### config.mk
export PLATFORM = sky130hd
export DESIGN_NAME = uart_alu_ctrl
export DESIGN_NICKNAME = d
export VERILOG_FILES = /design/src/rtl/uart_alu_ctrl.sv
export SDC_FILE = /design/constraint.sdc
export NUM_CORES = 1
export LEC_CHECK = 0
export CORE_MARGIN = 3
export CORE_UTILIZATION = 40
export DETAILED_ROUTE_END_ITERATION = 10
export GPL_ROUTABILITY_DRIVEN = 1
export SLEW_MARGIN = 0
export SYNTH_ARGS = -nofsm -noshare
export SYNTH_HDL_FRONTEND = slang
export SYNTH_SLANG_ARGS = --single-unit
### constraint.sdc
create_clock -name clk_i -period 4.1 [get_ports clk_i]
set_input_delay 0.41 -clock clk_i [delete_from_list [all_inputs] [get_ports clk_i]]
set_output_delay 0.41 -clock clk_i [all_outputs]
set_load 0.02 [all_outputs]
### src/rtl/uart_alu_ctrl.sv
// ============================================================================
// uart_alu_ctrl: collects A/B/opcode over UART, drives an external ALU and
// returns result, flags and status bytes.               Revision: 1.0
// ============================================================================
`default_nettype none

module uart_alu_ctrl #(
    parameter int         N           = 8,
    parameter int         TIMEOUT_CYC = 1_000_000,
    parameter logic [7:0] STATUS_OK   = 8'h55,
    parameter logic [7:0] STATUS_ERR  = 8'hEE
) (
    input  logic         clk_i,
    input  logic         reset_ni,
    input  logic         rx_valid_i,
    input  logic [7:0]   rx_data_i,
    output logic         tx_start_o,
    output logic [7:0]   tx_data_o,
    input  logic         tx_done_i,
    output logic [N-1:0] alu_a_o,
    output logic [N-1:0] alu_b_o,
    output logic [5:0]   alu_op_o,
    input  logic [N-1:0] alu_result_i,
    input  logic [2:0]   alu_flags_i,
    output logic         busy_o,
    output logic [7:0]   err_count_o
);

    localparam int NB = N / 8;
    localparam int CW = $clog2(NB) + 1;
    localparam int TW = $clog2(TIMEOUT_CYC);

    typedef enum logic [3:0] {
        S_IDLE, S_RX_A, S_RX_B, S_RX_OP, S_EXEC,
        S_TX_RES, S_TX_FLG, S_TX_STA, S_TX_ERR
    } state_t;

    state_t          state_q, state_d;
    logic [CW-1:0]   cnt_q, cnt_d;
    logic [TW-1:0]   tmo_q, tmo_d;
    logic [N-1:0]    sh_a_q, sh_a_d, sh_b_q, sh_b_d;
    logic [N-1:0]    alu_a_q, alu_a_d, alu_b_q, alu_b_d;
    logic [5:0]      alu_op_q, alu_op_d;
    logic [N-1:0]    res_q, res_d;
    logic [2:0]      flg_q, flg_d;
    logic            wait_q, wait_d;
    logic [7:0]      err_q, err_d;

    logic            w_rx_state, w_tx_state, w_tmo_exp, w_last, w_adv;

    assign w_rx_state = state_q inside {S_RX_A, S_RX_B, S_RX_OP};
    assign w_tx_state = state_q inside {S_TX_RES, S_TX_FLG, S_TX_STA, S_TX_ERR};
    assign w_tmo_exp  = (tmo_q == TW'(TIMEOUT_CYC - 1));
    assign w_last     = (cnt_q == CW'(NB - 1));
    assign w_adv      = wait_q && tx_done_i;

    assign alu_a_o     = alu_a_q;
    assign alu_b_o     = alu_b_q;
    assign alu_op_o    = alu_op_q;
    assign busy_o      = (state_q != S_IDLE);
    assign err_count_o = err_q;

    always_ff @(posedge clk_i) begin
        if (!reset_ni) begin
            state_q  <= S_IDLE;
            cnt_q    <= '0;
            tmo_q    <= '0;
            sh_a_q   <= '0;
            sh_b_q   <= '0;
            alu_a_q  <= '0;
            alu_b_q  <= '0;
            alu_op_q <= '0;
            res_q    <= '0;
            flg_q    <= '0;
            wait_q   <= 1'b0;
            err_q    <= '0;
        end else begin
            state_q  <= state_d;
            cnt_q    <= cnt_d;
            tmo_q    <= tmo_d;
            sh_a_q   <= sh_a_d;
            sh_b_q   <= sh_b_d;
            alu_a_q  <= alu_a_d;
            alu_b_q  <= alu_b_d;
            alu_op_q <= alu_op_d;
            res_q    <= res_d;
            flg_q    <= flg_d;
            wait_q   <= wait_d;
            err_q    <= err_d;
        end
    end

    always_comb begin
        state_d    = state_q;
        cnt_d      = cnt_q;
        tmo_d      = tmo_q;
        sh_a_d     = sh_a_q;
        sh_b_d     = sh_b_q;
        alu_a_d    = alu_a_q;
        alu_b_d    = alu_b_q;
        alu_op_d   = alu_op_q;
        res_d      = res_q;
        flg_d      = flg_q;
        wait_d     = wait_q;
        err_d      = err_q;
        tx_start_o = 1'b0;
        tx_data_o  = 8'h00;

        // wait_q marks a byte handed to the transmitter; tx_done is only honoured then
        if (w_tx_state) begin
            if (!wait_q) begin
                tx_start_o = 1'b1;
                wait_d     = 1'b1;
            end else if (tx_done_i) begin
                wait_d = 1'b0;
            end
        end

        // An arriving byte always wins over an expiring timeout
        if (w_rx_state && !rx_valid_i) begin
            if (w_tmo_exp) begin
                state_d = S_TX_ERR;
                cnt_d   = '0;
                tmo_d   = '0;
                err_d   = (err_q == 8'hFF) ? err_q : err_q + 8'd1;
            end else begin
                tmo_d = tmo_q + TW'(1);
            end
        end

        case (state_q)
            S_IDLE: begin
                if (rx_valid_i) begin
                    sh_a_d[7:0] = rx_data_i;
                    tmo_d       = '0;
                    if (NB == 1) begin
                        state_d = S_RX_B;
                        cnt_d   = '0;
                    end else begin
                        state_d = S_RX_A;
                        cnt_d   = CW'(1);
                    end
                end
            end
            S_RX_A, S_RX_B: begin
                if (rx_valid_i) begin
                    for (int i = 0; i < NB; i++) begin
                        if (cnt_q == CW'(i)) begin
                            if (state_q == S_RX_A) sh_a_d[8*i +: 8] = rx_data_i;
                            else                   sh_b_d[8*i +: 8] = rx_data_i;
                        end
                    end
                    tmo_d = '0;
                    if (w_last) begin
                        state_d = (state_q == S_RX_A) ? S_RX_B : S_RX_OP;
                        cnt_d   = '0;
                    end else begin
                        cnt_d = cnt_q + CW'(1);
                    end
                end
            end
            S_RX_OP: begin
                // Commit here so the ALU sees the new operands throughout EXEC
                if (rx_valid_i) begin
                    alu_a_d  = sh_a_q;
                    alu_b_d  = sh_b_q;
                    alu_op_d = rx_data_i[5:0];
                    tmo_d    = '0;
                    state_d  = S_EXEC;
                end
            end
            S_EXEC: begin
                res_d   = alu_result_i;
                flg_d   = alu_flags_i;
                cnt_d   = '0;
                state_d = S_TX_RES;
            end
            S_TX_RES: begin
                tx_data_o = 8'(res_q >> {cnt_q, 3'b000});
                if (w_adv) begin
                    if (w_last) begin
                        state_d = S_TX_FLG;
                        cnt_d   = '0;
                    end else begin
                        cnt_d = cnt_q + CW'(1);
                    end
                end
            end
            S_TX_FLG: begin
                tx_data_o = {flg_q, 5'b00000};
                if (w_adv) state_d = S_TX_STA;
            end
            S_TX_STA: begin
                tx_data_o = STATUS_OK;
                if (w_adv) state_d = S_IDLE;
            end
            S_TX_ERR: begin
                tx_data_o = STATUS_ERR;
                if (w_adv) state_d = S_IDLE;
            end
            default: state_d = S_IDLE;
        endcase
    end

endmodule

`default_nettype wire
[Yosys cells after proc, flatten, opt, wreduce, memory -nomap -nowiden]
Cells that the tools add are included.
Storage, ports and cells
  input bits: 23
  bits in writable memories: 0
  bits in registers: 83
  logic and storage cells: 81
  memories: 0
  bits in read-only memories: 0
  bits in latches: 0
  output and inout bits: 40
Cells by class
  bitwise operators: 3
  shifts and indexed selects: 1
  mux-type cells: 33
  eq/ne operators: 14
  reductions and logical operators: 15
  magnitude comparators: 0
  $mul: 0
  add/subtract/negate cells: 3
  divide/modulo/power cells: 0
Operator list (number)
  $mux W20: 4
  $mux W4: 10
  $mux W8: 4
  $pmux W8 S4: 1
  $pmux W4 S7: 1
  $add A20 B1 Y20 const B: 1
  $eq A20 B20 Y1 const B: 1
  $eq A4 B3 Y1 const B: 4
  $pmux W8 S2: 1
  $mux W1: 11
  $add A8 B1 Y8 const B: 1
  $eq A4 B2 Y1 const B: 2
  $eq A8 B8 Y1 const B: 1
  $ne A2 B2 Y1 const B: 4
  $reduce_bool A4 Y1: 2
  $shr A8 B4 Y8: 1
  $reduce_and A5 Y1: 1
  $eq A4 B1 Y1 const B: 1
  $eq A4 B4 Y1 const B: 1
  $logic_not A4 Y1: 1
  $pmux W1 S4: 1
  $reduce_and A4 Y1: 1
  $reduce_or A2 Y1: 2
  $reduce_or A4 Y1: 1
  8 further kinds: 11

[Longest topological paths before layout]
Gate-level depths: netlist of the first run.
  depth in word-level cells: 7
  depth in mapped cells: 10
  depth with buffers taken out: 6

[Worst setup path before layout of the first run]
OpenSTA, ideal clock, no wires.
  kind: register to register
  start point: register state_q[3]
  end point: register err_q[5], in the netlist err_count_o[5]
  library setup time: 0.115 ns
  cell stages (with the launch flop): 10
  setup slack: 1.582 ns
  path buffers: 4
  clock period less this slack: 2.518 ns
  arrival time: 2.403 ns
  data required time: 3.985 ns
  cell sequence: dfxtp_1 buf_6 or3_4 buf_6 or4_4 buf_6 or3_4 buf_6 o31a_1 o21a_1
Between the ends
  longest elaborated chain between the ends: 4
  elaborated cells between the ends (all ways): 6
  those cells by class: eq/ne (3); reduce/logical (3)
RTL lines
  from (decl): line 38  | state_t state_q, state_d;
  from (signal assigned): line 78  | state_q <= state_d;
  $eq A4 B1 Y1 / $eq A4 B2 Y1 (equally long branches): line 51  | assign w_rx_state = state_q inside {S_RX_A, S_RX_B, S_RX_OP};
  $reduce_bool A3 Y1 *: line 51
  $logic_and A1 B1 Y1 *: line 120  | if (w_rx_state && !rx_valid_i) begin
  $reduce_and A3 Y1 (no source line) *
  to (signal assigned): line 89  | err_q <= err_d;
  to (decl): line 47  | logic [7:0] err_q, err_d;
Every way passes the cells marked *; elsewhere a longest branch is shown, timed or not.
A chain may end at the register's enable or synchronous reset.

[Worst setup path in the final report of the first run]
  start point: register state_q[2]
  end point: output port tx_data_o[7]
Between the ends
  longest elaborated chain between the ends: 2
  elaborated cells between the ends (all ways): 5
  those cells by class: eq/ne (4); mux (1)
RTL lines
  $eq A4 B4 Y1 / $eq A4 B3 Y1 (equally long branches): line 131  | case (state_q)
  $pmux W8 S4 *: line 131
  to (decl): line 18  | output logic [7:0] tx_data_o,
Marks and branches as above.

==> impl_metrics.csv, run 1 <==
group,metric,value,unit
synth,ys_warn_count,0,
synth,async_reset_ff_share,0,%
pwr,finalPower,1530,uW
synth,yosys.area.top_type,"dfxtp_1",
cts,cts_buffers,9,
synth,synth_edf_count,0,
global_routing,track_usage,16.9,%
timing,slew_violations,0,
global_routing,grt_max_degree,61,
pwr,peakVddDrop,0.254,mV
cts,clockBufferDepth,2,
die,ios,63,
die,dieArea,0.0103,sq mm
drt,ant_nets,0,
global_routing,antenna_found_initial,0,
synth,postSynthAreaPerCell,8.11,sq um
cts,post_cts_resized,0,
pwr,powerDensity,344,mW/mm^2
die,dieHeight,101,um
placed_design,numPortBuffers,62,
setup_path,max_stage_delay,630,ps
placed_design,place_ws,1080,ps
synth,synth_cell_types,45,
setup_path,crit_buf_inv,1,
timing,skew,8.83,ps
cts,clkLatencyLatePin,350,ps
timing,fin_crit_sh,76.1,%
timing,hold_viol,0,
drt,drc,0,
drt,vias,3161,
synth,synth_area,0.00363,sq mm
setup_path,cp.arrival,2710,ps
synth,synth_most_common_cell,"nand2_1",
drt,wl_per_cell,13.7,um
cts,cts_setup_buffers,0,
placed_design,hpwl,5.79,mm
synth,yosys_register_bits,83,
timing,setup_violations,0,
timing,setup_slack,980,ps
status,status,"finished, final reports clean",
die,floorplan.initialDensity,41.4,%
layout,area_delta_synth_final,22.6,%
die,core_area,0.00876,sq mm
die,die_w,101,um
synth,yosys.area.top_type_share,45.7,%
global_routing,grt_pass1_vias,2983,
timing,tightestPinTransition,1000,ps
layout,diodes,0,
timing,hold_slack,455,ps
cts,htreeDepth,3,
cts,clkSinkCount,83,
setup_path,cp_top_family,"simple AND/OR/NAND/NOR gates",
drt,drt-total-wl,8.29,mm
cts,path_clk_slew,80,ps
cts,cts_root_buffer,"clkbuf_8",
job,cap_violations,0,
timing,max_slew_margin,33.0,%
drt,drtIter0Drc,160,
timing,rsz0062_at_grt,"no",
die,rows,34,
synth,synth_nets,473,
timing,period_needed,3120,ps
setup_path,startpoint_type,"flip-flop",
pwr,p_leak,0.00152,uW
timing,tns,0,ps
setup_path,cp.required,3690,ps
setup_path,critPathKind,"reg2out",
cts,postCtsHoldBufs,0,
worst_hold_path,hp-class,"reg2reg",
synth,synthTopCellsByArea,"dfxtp_1 46%, nand2_1 9.4%, a21oi_1 6.2%",
layout,final_layout_size_suffix_gt1_share,5.42,%
layout,final_nets,518,
drt,viasPerCell,5.22,
setup_path,path_max_fanout,12,
setup_path,cp_slowest_cell,"clkdlybuf4s50_1",
drt,drt_first_pass_iters,4,
synth,ys.flop_type,"dfxtp_1",
placed_design,gp_congestion,0.781,
synth,synth_common_cells,"91 x nand2_1, 83 x dfxtp_1, 50 x nor2_1, 45 x a21oi_1, 22 x clkbuf_1",
cts,cts_tree,"yes",
synth,ys_seq_area_share,45.7,%
synth,synth_cells,448,
setup_path,path_cells,"and2b_1 -> nand2_1 -> nor3_1 -> nand2_1 -> o21ai_0 -> clkdlybuf4s50_1",
global_routing,grt_pass1_wl,14.1,mm
setup_path,path_common_cell,"nand2_1",
setup_path,crit_path_end_kind,"primary output",
timing,fmax,320,MHz
global_routing,grt-ovfl-total,0,
==> worst min-delay path, cell delays in order (launching register included) <==
cell     delay [ps]
dfxtp_1         310
nand2_1          50
a21oi_1          50
==> routing by layer <==
metal	vias to the layer above	wire [um]	track usage (%)
li1	1620	-	-
met1	1467	3800	21.5
met2	69	3930	27.6
met3	5	508	6.34
met4	0	48	3.68
met5	-	0	0
==> placed cells by master (no fill, tap or decap), types with 2 or more instances in the layout <==
cell type | Yosys | final
nand3_1 | 19 | 19
nor2_1 | 50 | 49
and4b_1 | 2 | 2
clkinv_4 | 0 | 3
and2b_1 | 2 | 2
inv_6 | 0 | 2
nand4b_1 | 2 | 2
o31ai_1 | 3 | 3
or4_1 | 3 | 3
xor2_1 | 8 | 8
or3_4 | 2 | 2
clkbuf_8 | 0 | 11
nor4_1 | 8 | 8
and2_1 | 2 | 2
or2_2 | 4 | 4
a21oi_1 | 45 | 45
ha_1 | 2 | 2
a211oi_1 | 2 | 2
or3_1 | 5 | 5
a211o_1 | 2 | 2
mux2i_1 | 18 | 18
nor3_1 | 10 | 10
nand2_1 | 91 | 91
o21ai_0 | 12 | 12
nand2b_1 | 2 | 2
clkdlybuf4s50_1 | 0 | 62
a311oi_1 | 2 | 2
xnor2_1 | 12 | 12
a31oi_1 | 3 | 3
inv_1 | 5 | 5
dfxtp_1 | 83 | 83
nor4b_1 | 2 | 2
nand4_1 | 6 | 6
==> cells by family (layout without fill, tap and decap cells) <==
| family | after synthesis | count (layout) | share of synthesized area (%) |
|---|---|---|---|
| simple gates | 216 | 216 | 27.8 |
| flops | 83 | 83 | 45.7 |
| compound gates | 74 | 74 | 11.5 |
| buf+inv | 35 | 85 | 4.51 |
| xor+xnor | 20 | 20 | 4.82 |
| mux | 18 | 18 | 4.96 |
| fa+ha+maj | 2 | 2 | 0.689 |
==> sequential cells by signal, indices dropped and copies added (netlist names) <==
name and flops:
sh_a_q 8, res_q 8, tmo_q 20, alu_op_o 6, flg_q 3, err_count_o 8, alu_b_o 8, cnt_q 1
wait_q 1, state_q 4, alu_a_o 8, sh_b_q 8
==> through the flow <==
stage / area, sq um / cells / utilization [%]
final: 4450 / 606 / 50.8
after global routing: 4450 / 606 / 50.8
after detailed placement: 4260 / 590 / 48.6
after floorplan: 3630 / 448 / -
after CTS: 4450 / 606 / 50.8
after global placement: 4260 / 590 / 48.6
==> layout make-up <==
class	instances	area [sq um]
Tap cell	108	135
Clock buffer	11	151
Fill cell	868	4310
Timing Repair Buffer	63	628
Sequential cell	83	1660
Inverter	6	22.5
Multi-Input combinational cell	330	1810
Clock inverter	5	43.8
==> final timing paths <==
check / end / startpoint / slack (ps) / depth (start not counted)
worst max-delay path: tx_data_o[7] / state_q[2]$_SDFF_PN0_ / 980 / 6
worst min-delay path: alu_op_o[0]$_SDFFE_PN0P_ / alu_op_o[0]$_SDFFE_PN0P_ / 450 / 2
worst max register to register: err_count_o[7]$_SDFFE_PN0P_ / state_q[1]$_SDFF_PN0_ / 1210 / 5
worst min register to register: alu_op_o[0]$_SDFFE_PN0P_ / alu_op_o[0]$_SDFFE_PN0P_ / 450 / 2
==> power breakdown <==
group / leakage (uW) / switching (uW) / internal [uW] / total (uW)
registers: 0.000671 / 21.1 / 822 / 843
clock network: 0.000101 / 305 / 261 / 566
logic: 0.000753 / 67.5 / 56.3 / 124
total: 0.00152 / 394 / 1140 / 1530
No activity file was read; power rests on OpenSTA's default activity.
==> run 2, diff against run 1 <==
PLACE_DENSITY = 0.66   (was unset)
clock period = 2.8 ns   (was 4.1 ns; I/O delays follow)
==> run 2 against run 1 <==
  * Critical endpoint unchanged
  * Clock power up 56%
  * Global-route usage increased by 0.062 points
  * Highest routed layer unchanged
  * Largest cell class unchanged
  * First-iteration DRC count is 2.5% higher
  * Sequential power is 45% higher
  * Clock-buffer cell count is 2 lower
==> impl_metrics.csv, run 2 (synthesis results as in run 1) <==
group,metric,value,unit
die,ios,63,
layout,final_layout_size_suffix_gt1_share,7.47,%
global_routing,grt_pass1_vias,3124,
timing,tns,0,ps
setup_path,startpoint_type,"flip-flop",
cts,clockBufferDepth,2,
die,die_w,101,um
timing,hold_viol,0,
setup_path,path_depth,7,
worst_hold_path,hp-class,"reg2reg",
layout,final_util,51.9,%
setup_path,cp.required,2520,ps
cts,cts_buffers,9,
worst_hold_path,whs_path_depth,2,
timing,skew,14.7,ps
drt,drc,0,
placed_design,hpwl,5.95,mm
layout,final_nets,529,
layout,instances_no_fill,617,
die,dieArea,0.0103,sq mm
layout,final_common_cell,"nand2_1",
setup_path,crit_path_end_kind,"primary output",
placed_design,placedCellCount,601,
drt,drtIter0Drc,164,
setup_path,path_common_cell,"nand2_1",
global_routing,grt-ovfl-total,0,
timing,slew_violations,0,
pwr,peakVddDrop,0.304,mV
placed_design,place_area,0.00435,sq mm
drt,vias,3278,
layout,largest_reg_flops,20,
cts,clkSinkCount,83,
layout,diodes,0,
setup_path,cp_slowest_cell,"clkdlybuf4s50_1",
placed_design,numPortBuffers,62,
status,status,"finished, final reports clean",
setup_path,path_max_fanout,10,
timing,setup_violations,0,
die,core_area,0.00876,sq mm
die,dieHeight,101,um
layout,layout_common_cells,"91 x nand2_1, 83 x dfxtp_1, 62 x clkdlybuf4s50_1",
job,cap_violations,0,
setup_path,path_cells,"and2b_2 -> nand2_1 -> nor3_1 -> buf_4 -> nand2_1 -> o21ai_0 -> clkdlybuf4s50_1",
pwr,powerDensity,510,mW/mm^2
drt,wl_per_cell,13.9,um
setup_path,ff2ff_path_depth,5,
global_routing,antenna_found_initial,0,
drt,drt_first_pass_iters,4,
layout,design_area,0.00455,sq mm
drt,ant_nets,0,
timing,fin_crit_sh,94.2,%
cts,cts_root_buffer,"clkbuf_8",
setup_path,critPathKind,"reg2out",
timing,period_needed,2640,ps
setup_path,crit_buf_inv,2,
die,floorplan.initialDensity,41.4,%
cts,htreeDepth,3,
setup_path,max_stage_delay,640,ps
drt,viasPerCell,5.31,
cts,path_clk_slew,110,ps
global_routing,grt_pass1_wl,14.2,mm
global_routing,track_usage,17.0,%
timing,tightestPinTransition,695,ps
setup_path,cp.arrival,2360,ps
timing,fmax,379,MHz
setup_path,cp_top_family,"buffers and inverters",
layout,top_register,"tmo_q",
placed_design,gp_congestion,0.856,
cts,clkLatencyLatePin,360,ps
layout,area_delta_synth_final,25.2,%
timing,rsz0062_at_grt,"no",
global_routing,grt_max_degree,47,
drt,drt-total-wl,8.55,mm
die,rows,34,
cts,cts_tree,"yes",
pwr,p_leak,0.00159,uW
timing,max_slew_margin,53.5,%
## run 2: changes by cell type in the layout (fill, tap and decap cells not counted), sizes merged
cell | before | now
inv | 7 | 11
clkinv | 4 | 2
clkbuf | 11 | 9
buf | 1 | 12
## run 2: power by group
group          switching (uW)  internal [uW]
combinational             121           96.6
clock                     525            359
sequential               14.0           1200
total                     660           1660
## run 2: worst reg2reg max path, stage by stage (launching register included)
cell and delay [ps]:
dfxtp_1 410, or3_4 420, or4_4 470, or3_4 480
or4_1 480, a21oi_1 140
## run 2: metal layers
layer | vias up | GRT usage, % | part of all wire (%)
met5 | - | 0 | 0
met4 | 0 | 5.93 | 1.4
met3 | 14 | 4.82 | 4.8
met2 | 65 | 29.1 | 48
met1 | 1557 | 20.4 | 46
li1 | 1642 | - | -
## run 2: final timing paths
kind,from,end,slack (ps)
setup / recovery,state_q[3]$_SDFF_PN0_,tx_data_o[7],160
setup reg to reg,state_q[3]$_SDFF_PN0_,err_count_o[7]$_SDFFE_PN0P_,340
hold / removal,sh_b_q[6]$_SDFFE_PN0P_,alu_b_o[6]$_SDFFE_PN0P_,450
hold reg to reg,sh_b_q[6]$_SDFFE_PN0P_,alu_b_o[6]$_SDFFE_PN0P_,450
## run 2: timing repair
item                       4_1_cts  5_1_grt
setup buffers                    0        0
setup endpoints to repair        0        5
hold buffers                     0        0
hold endpoints to repair         0        0
resized for setup                0        1
## run 2: final cells by class
class,instances,area [sq um]
clock buffer,9,124
clock inverter,7,73.8
fill,836,4220
inverter,6,22.5
multi-input combinational,330,1810
sequential,83,1660
tap,108,135
timing repair buffer,74,723
## run 2: stage by stage
step / hold slack [ps] / setup WS, ps / total power [uW]
6_report: 450 / 161 / 2320
4_1_cts: 450 / 45.9 / 2330
5_1_grt: 465 / 35.6 / 2410
3_5_place_dp: 446 / 92.1 / 1460
3_3_place_gp: 442 / 94.9 / 1460
2_1_floorplan: 398 / 282 / 1380
==> run 3, diff against run 2 <==
MAX_ROUTING_LAYER = met4   (was unset)
PLACE_DENSITY = unset   (was 0.66)
clock period = 2.6 ns   (was 2.8 ns; I/O delays follow)
==> run 3 against run 2 <==
  * Sequential cell count is the same
  * Worst hold slack worse by 6.0 ps
  * Final cell count is 0.97% higher
  * Sequential power is 7% higher
  * Clock skew increased by 1.6 ps
  * Register-to-register slack got worse by 110 ps
  * Non-clock buffer count grew 6
  * Clock-buffer cell count stayed put
  * Critical path depth increased by 1
  * First-iteration DRC count fell by 4.9%
==> impl_metrics.csv, run 3 (synthesis results as in run 1) <==
group,metric,value,unit
setup_path,path_max_fanout,9,
global_routing,grt_max_degree,52,
cts,clkSinkCount,83,
die,ios,63,
cts,clockBufferDepth,2,
layout,final_common_cell,"nand2_1",
pwr,finalPower,2550,uW
layout,top_register,"tmo_q",
worst_hold_path,hold_start,"sh_b_q[0]$_SDFFE_PN0P_",
job,cap_violations,0,
layout,diodes,0,
cts,cts_root_buffer,"clkbuf_8",
setup_path,max_stage_delay,600,ps
drt,drt_first_pass_iters,4,
setup_path,reg2reg_from,"tmo_q[0]$_SDFF_PN0_",
setup_path,ff2ff_path_depth,6,
placed_design,gp_congestion,0.871,
timing,slew_violations,0,
timing,skew,16.3,ps
timing,tightestPinTransition,710,ps
cts,path_clk_slew,100,ps
die,dieArea,0.0103,sq mm
drt,drtIter0Drc,156,
timing,fmax,402,MHz
timing,rsz0062_at_grt,"no",
cts,cts_buffers,9,
drt,ant_nets,0,
die,rows,34,
pwr,p_leak,0.00166,uW
placed_design,numPortBuffers,62,
timing,max_slew_margin,52.5,%
die,die_w,101,um
placed_design,hpwl,6.10,mm
layout,final_nets,535,
drt,viasPerCell,5.26,
placed_design,place_area,0.00441,sq mm
drt,maxUsedRoutingLayer,"met4",
die,core_area,0.00876,sq mm
drt,vias,3280,
setup_path,cp_slowest_cell,"clkdlybuf4s50_1",
global_routing,track_usage,18.5,%
drt,met1_length,4.05,mm
global_routing,grt_pass1_vias,3167,
timing,hold_viol,0,
cts,htreeDepth,3,
worst_hold_path,whs_path_depth,2,
global_routing,antenna_found_initial,0,
setup_path,path_cells,"buf_4 -> and2b_1 -> nand2_1 -> nor3_1 -> buf_4 -> nand2_1 -> nand3_1 -> clkdlybuf4s50_1",
setup_path,crit_path_start,"state_q[3]$_SDFF_PN0_",
timing,period_needed,2490,ps
cts,clkLatencyLatePin,360,ps
drt,wl_per_cell,14.1,um
setup_path,reg2reg_to,"err_count_o[7]$_SDFFE_PN0P_",
drt,drt-total-wl,8.79,mm
drt,wl_met3,348,um
timing,fin_crit_sh,95.7,%
setup_path,cp.arrival,2230,ps
pwr,powerDensity,552,mW/mm^2
drt,drc,0,
timing,setup_violations,0,
setup_path,startpoint_type,"flip-flop",
die,floorplan.initialDensity,41.4,%
cts,postCtsHoldBufs,0,
layout,design_area,0.00462,sq mm
layout,final_layout_size_suffix_gt1_share,8.35,%
die,dieHeight,101,um
setup_path,critPathKind,"reg2out",
global_routing,grt_pass1_wl,14.9,mm
setup_path,crit_path_end_kind,"primary output",
timing,tns,0,ps
layout,layout_common_cells,"91 x nand2_1, 83 x dfxtp_1, 60 x clkdlybuf4s50_1",
layout,largest_reg_flops,20,
layout,area_delta_synth_final,27.3,%
worst_hold_path,hp-class,"reg2reg",
drt,dr_wl_met2,4.33,mm
cts,cts_tree,"yes",
setup_path,endpoint,"tx_data_o[6]",
setup_path,cp.required,2340,ps
setup_path,r2r_slack,230,ps
pwr,peakVddDrop,0.445,mV
status,status,"finished, final reports clean",
global_routing,grt-ovfl-total,0,
-- run 3: cell types whose count changed in the layout (fill, tap and decap cells not counted), moves of 2 or more --
cell             previous run  this run
clkdlybuf4s50_1            62        60
buf_4                      11        16
dlymetal6s2s_1              0         2
inv_6                       1         4
inv_8                       5         2
-- run 3: final cells by class --
cell class / instances / area (sq um)
fill: 887 / 4140
multi-input combinational: 330 / 1810
sequential: 83 / 1660
timing repair buffer: 80 / 786
tap: 108 / 135
clock buffer: 9 / 124
clock inverter: 7 / 87.6
inverter: 6 / 22.5
-- run 3: worst min path at each step --
stage	to	slack [ps]
after floorplan	err_count_o[5]$_SDFFE_PN0P_	380
after global placement	alu_op_o[2]$_SDFFE_PN0P_	440
after detailed placement	res_q[6]$_SDFFE_PN0P_	450
after CTS	res_q[3]$_SDFFE_PN0P_	430
after global routing	flg_q[1]$_SDFFE_PN0P_	450
final	alu_b_o[0]$_SDFFE_PN0P_	440
-- run 3: through the flow --
| step | hold slack [ps] | worst slack (ps) | cells | util (%) |
|---|---|---|---|---|
| final | 444 | 113 | 623 | 52.8 |
| after global routing | 448 | 49.1 | 623 | 52.8 |
| after CTS | 433 | 44.7 | 623 | 52.7 |
| after detailed placement | 447 | -5.40 | 607 | 50.3 |
| after global placement | 442 | -8.39 | 607 | 50.3 |
| after floorplan | 378 | 82.0 | 448 | - |
-- run 3: power by group --
group | internal [uW] | total (uW) | switching, uW | leakage, uW
clock network | 472 | 1000 | 530 | 0.000109
logic | 108 | 240 | 132 | 0.000884
registers | 1300 | 1310 | 15.1 | 0.000671
total | 1880 | 2550 | 678 | 0.00166
-- run 3: per-layer routing --
metal / vias up / GRT usage (%)
met4: 0 / 5.11
met3: 9 / 4.82
met2: 55 / 29.4
met5: - / -
met1: 1567 / 23.2
li1: 1649 / -
-- run 3: critical path, delay by kind of cell, from the launching register on --
family	cells	cell delay, ps
buffers and inverters	3	920
DFF	1	320
and+or+nand+nor	5	640
-- run 3: timing repair --
item	CTS	global route
setup buffers	0	0
endpoints found under the setup margin	0	2
gates resized for setup	0	2
